==> src/rtl/instr_fetcher.sv <==
// instr_fetcher: fetch stage that requests one instruction at a time from the icache, hands it to the decoder and follows predicted/redirect PCs
module instr_fetcher #(
    parameter logic [31:0] RESET_PC = 32'h0
) (
    input  logic        clk,
    input  logic        rst,
    input  logic        rdy,
    output logic        icache_req,
    output logic [31:0] icache_addr,
    input  logic        icache_valid,
    input  logic [31:0] icache_data,
    output logic        instr_ready,
    output logic [31:0] instr_out,
    output logic [31:0] instr_addr_out,
    output logic        is_compressed,
    input  logic        updating_instr_issued,
    input  logic        instr_issued,
    input  logic [31:0] predict_pc,
    input  logic        rob_clear,
    input  logic [31:0] rob_new_pc
);

    typedef enum logic [1:0] {
        FETCH,
        PRESENT,
        WAIT_PC,
        DRAIN
    } state_t;

    state_t      state_q, state_d;
    logic [31:0] pc_q, pc_d;
    logic        req_q, req_d;
    logic [31:0] addr_q, addr_d;
    logic        ready_q, ready_d;
    logic [31:0] instr_q, instr_d;
    logic [31:0] iaddr_q, iaddr_d;
    logic        comp_q, comp_d;

    assign icache_req     = req_q;
    assign icache_addr    = addr_q;
    assign instr_ready    = ready_q;
    assign instr_out      = instr_q;
    assign instr_addr_out = iaddr_q;
    assign is_compressed  = comp_q;

    // next-state logic; a flush always overrides acceptance, issue and response handling
    always_comb begin
        state_d = state_q;
        pc_d    = pc_q;
        req_d   = req_q;
        addr_d  = addr_q;
        ready_d = ready_q;
        instr_d = instr_q;
        iaddr_d = iaddr_q;
        comp_d  = comp_q;
        unique case (state_q)
            FETCH: begin
                req_d  = 1'b1;
                addr_d = req_q ? addr_q : pc_q;
                if (rob_clear) begin
                    pc_d    = rob_new_pc;
                    ready_d = 1'b0;
                    if (req_q && !icache_valid) begin
                        state_d = DRAIN;
                    end else begin
                        addr_d = rob_new_pc;
                    end
                end else if (req_q && icache_valid) begin
                    instr_d = icache_data;
                    iaddr_d = pc_q;
                    comp_d  = icache_data[1:0] != 2'b11;
                    req_d   = 1'b0;
                    ready_d = 1'b1;
                    state_d = PRESENT;
                end
            end
            PRESENT: begin
                if (rob_clear) begin
                    pc_d    = rob_new_pc;
                    ready_d = 1'b0;
                    req_d   = 1'b1;
                    addr_d  = rob_new_pc;
                    state_d = FETCH;
                end else if (updating_instr_issued) begin
                    ready_d = 1'b0;
                    state_d = WAIT_PC;
                end
            end
            WAIT_PC: begin
                if (rob_clear) begin
                    pc_d    = rob_new_pc;
                    ready_d = 1'b0;
                    req_d   = 1'b1;
                    addr_d  = rob_new_pc;
                    state_d = FETCH;
                end else if (instr_issued) begin
                    pc_d    = predict_pc;
                    req_d   = 1'b1;
                    addr_d  = predict_pc;
                    state_d = FETCH;
                end
            end
            DRAIN: begin
                pc_d = rob_clear ? rob_new_pc : pc_q;
                if (icache_valid) begin
                    addr_d  = rob_clear ? rob_new_pc : pc_q;
                    state_d = FETCH;
                end
            end
            default: state_d = FETCH;
        endcase
    end

    // state register; rdy low freezes everything except reset
    always_ff @(posedge clk) begin
        if (rst) begin
            state_q <= FETCH;
            pc_q    <= RESET_PC;
            req_q   <= 1'b0;
            addr_q  <= 32'h0;
            ready_q <= 1'b0;
            instr_q <= 32'h0;
            iaddr_q <= 32'h0;
            comp_q  <= 1'b0;
        end else if (rdy) begin
            state_q <= state_d;
            pc_q    <= pc_d;
            req_q   <= req_d;
            addr_q  <= addr_d;
            ready_q <= ready_d;
            instr_q <= instr_d;
            iaddr_q <= iaddr_d;
            comp_q  <= comp_d;
        end
    end

endmodule
==> config.mk <==
export PLATFORM = sky130hd
export DESIGN_NAME = instr_fetcher
export DESIGN_NICKNAME = d
export VERILOG_FILES = /design/src/rtl/instr_fetcher.sv
export SDC_FILE = /design/constraint.sdc
export NUM_CORES = 1
export LEC_CHECK = 0
export BUFFER_PORTS_ARGS = -buffer_cell sky130_fd_sc_hd__buf_2
export CAP_MARGIN = 10
export CORE_MARGIN = 2
export CORE_UTILIZATION = 40
export DETAILED_ROUTE_END_ITERATION = 12
export PLACE_DENSITY_LB_ADDON = 0.12
export SETUP_SLACK_MARGIN = 0.15
export SLEW_MARGIN = 25
export SYNTH_ARGS = -nofsm -noshare
export SYNTH_HDL_FRONTEND = slang
export SYNTH_SLANG_ARGS = --single-unit
==> constraint.sdc <==
create_clock -name clk -period 2.2 [get_ports clk]
set_clock_uncertainty 0.05 [all_clocks]
set_input_delay 0.33 -clock clk [delete_from_list [all_inputs] [get_ports clk]]
set_output_delay 0.33 -clock clk [all_outputs]
set_load 0.01 [all_outputs]
==> metrics.csv <==
stage,metric,value,unit
cells_and_area,layout_commonest_cell,buf_2,
worst_hold_path,hold_path.class,in2reg,
route,antenna_left,0,
clock_tree,clockBufferDepth,2,
setup_path,start_kind,flop,
setup_path,critical_path_peak_fanout,15,
die,core,16700,µm²
setup_path,rrSetupSlack,220,ps
setup_path,end_kind,flop,
sta,fin_crit_sh,0.901,
route,vias,7081,
cells_and_area,drive_gt1_frac,0.319,
sta,setup_ws,219,ps
grt,grt_overflow,0,
clock_tree,cts.sinks,133,
cells_and_area,final_area,8790,µm²
cells_and_area,final_nets,1104,
route,drc,0,
setup_path,crit_arrival,2230,ps
setup_path,worstSetupStartpoint,state_q[0],
logic_synthesis,ys_seq_area_frac,0.388,
setup_path,reg2reg_depth,8,
place,dp.final_hpwl,15200,µm
clock_tree,cts_root_buf,clkbuf_16,
sta,grt_setup_unrepaired,true,
worst_hold_path,min_from,icache_data[0],
die,io_pins,202,
logic_synthesis,syn_inst,813,
clock_tree,insertion_delay,410,ps
place,placed_cell_area,8140,µm²
die,rows,47,
sta,slew_violations,0,
sta,tightest_slew,559,ps
power_and_ir_drop,power,0.00721,W
route,post_drt_wl_per_cell,18.7,µm
setup_path,r2r-end,icache_addr[9],
die,die_w,135,µm
sta,setup_viol,0,
run,maxCapViolCount,0,
clock_tree,htreeDepth,4,
die,die_y,135,µm
sta,post-route-min-period,1980,ps
sta,hold_violations,0,
setup_path,cp.required,2450,ps
place,dp_slack,-9.31,ps
logic_synthesis,synth_area,6860,µm²
cells_and_area,layout_common_cells,"buf_2 (200), nand2_1 (169), dfxtp_1 (130)",
power_and_ir_drop,p_leak,3.71,nW
logic_synthesis,synth_flop_cell,dfxtp_1,
worst_hold_path,worstHoldPathCells,2,
grt,grt_pass1_vias,6472,
setup_path,r2r_start,state_q[0],
power_and_ir_drop,ir_drop,0.000553,V
logic_synthesis,synth.distinct_cells,52,
worst_hold_path,min_to,is_compressed,
grt,grt_max_degree,67,
place,numPortBuffers,201,
logic_synthesis,ys_ff_latch,133,
route,drt_iter0_drc,577,
setup_path,critical_path_class,reg2reg,
route,wirelength,23000,µm
cells_and_area,utilization,0.526,
grt,antenna_found_initial,0,
outcome,status,"finished, final reports clean",
clock_tree,clk_pin_slew,60,ps
place,gp_congestion,0.859,
die,start_util,0.411,
logic_synthesis,synth_area_per_cell,8.44,µm²
grt,grt_pass1_wl,35300,µm
route,vias_per_cell,5.77,
logic_synthesis,synth_edf_count,0,
logic_synthesis,synth-async-reset-ratio,0,
grt,grt_use_total,0.244,
sta,maxClockFrequency,0.505,GHz
die,die_area,18200,µm²
cells_and_area,area_growth,28.1,%
clock_tree,cts_made_buffers,17,
power_and_ir_drop,power_density,820,nW/µm²
route,dr.pass1.iters,5,
clock_tree,cts_tree,yes,
cells_and_area,diodes,0,
sta,maxSlewHeadroom,0.626,
logic_synthesis,syn-num-nets,923,
logic_synthesis,yosysWarnings,0,
-- where the power goes --
part	switching [W]	internal [W]	total (W)	leakage, nW
clock network	0.00114	0.00168	0.00282	0.273
registers	0.000162	0.00259	0.00275	1.09
logic	0.000913	0.000730	0.00164	2.36
-- area by class of cell --
class,instances,area [µm²]
well taps,220,275
clock inverters,14,153
fillers,1631,7910
clock buffers,18,429
flip-flops and latches,133,2670
inverters,8,33.8
multi-input cells,587,3780
repair buffers,247,1450
-- worst max-delay path by stage --
stage,end,slack [ps],cells past startpoint
6_report,icache_addr[9],220,8
4_1_cts,icache_addr[27],170,6
2_1_floorplan,icache_addr[13],260,8
3_5_place_dp,icache_addr[27],-9,6
5_1_grt,icache_addr[9],140,8
3_3_place_gp,icache_addr[13],70,6
-- sequential cells by signal, indices dropped and copies added, names as in the netlist --
signal          count
instr_ready         1
icache_req          1
instr_out          32
instr_addr_out     32
is_compressed       1
icache_addr        32
pc_q               32
state_q             2
-- what timing repair did --
| action | CTS | global route |
|---|---|---|
| resized for setup | 4 | 6 |
| setup buffers | 0 | 4 |
| hold buffers | 0 | 0 |
| setup endpoints to repair | 49 | 28 |
| pin swaps | 0 | 0 |
-- through the flow --
stage | instances | setup TNS [ps] | hold WS, ps
final | 1227 | 0 | 70.9
after global routing | 1227 | 0 | 60.2
after CTS | 1223 | 0 | 53.9
after detailed placement | 1191 | -9.31 | 394
after global placement | 1191 | 0 | 389
after floorplan | 813 | 0 | 389
-- routing by layer --
| metal | part of all wire | track usage |
|---|---|---|
| met1 | 0.45 | 0.330 |
| met2 | 0.48 | 0.397 |
| met3 | 0.066 | 0.0544 |
| met4 | 0.0067 | 0.0561 |
| met5 | 0 | 0 |
-- cells by family (layout without fill, tap and decap cells) --
kind of cell               after synthesis  in the layout  share of synthesized area
AOI/OAI and AO/OA                      270            270                      0.312
adders and majority gates                7              7                     0.0128
buffers and inverters                   93            287                     0.0653
DFF                                    133            133                      0.388
muxes                                   32             32                     0.0487
and+or+nand+nor                        278            278                      0.173
-- cell usage after synthesis (2+ instances only) --
library cell  count  area [µm²]
buf_1             6        22.5
a21o_1            2        15.0
inv_1             6        22.5
mux2i_1          21         210
nand2b_1          7        43.8
a211oi_2         16         200
nor3_1            3        15.0
ha_1              7        87.6
nand4_1           3        18.8
and3_1           23         144
o2111ai_1        19         166
a222oi_1         11         110
a211oi_1         18         135
nor2_1           43         161
a32o_1           31         310
mux2_1            3        33.8
and2_1            2        12.5
o22ai_1          25         156
dfxtp_1         133        2660
clkbuf_1         45         169
nand3_1          21         105
buf_6             7        78.8
a22o_1           20         175
mux2_2            8        90.1
buf_2            22         110
a31oi_1           2        12.5
a2111o_1         11         124
a221o_1          20         200
o21ai_0          11        55.1
a311oi_1          2        17.5
buf_4             5        37.5
nand2_1         169         634
a21oi_1          69         345
o211ai_1          2        15.0
nor2b_1           3        18.8
-- critical path, stage by stage, from the launching register on --
cell      delay, ps
dfxtp_2         350
inv_1            60
ha_1            230
buf_6           160
o21ai_1         130
nand2b_1        100
buf_6           170
a221o_1         360
a32o_1          250
(Power assumes the default switching activity.)
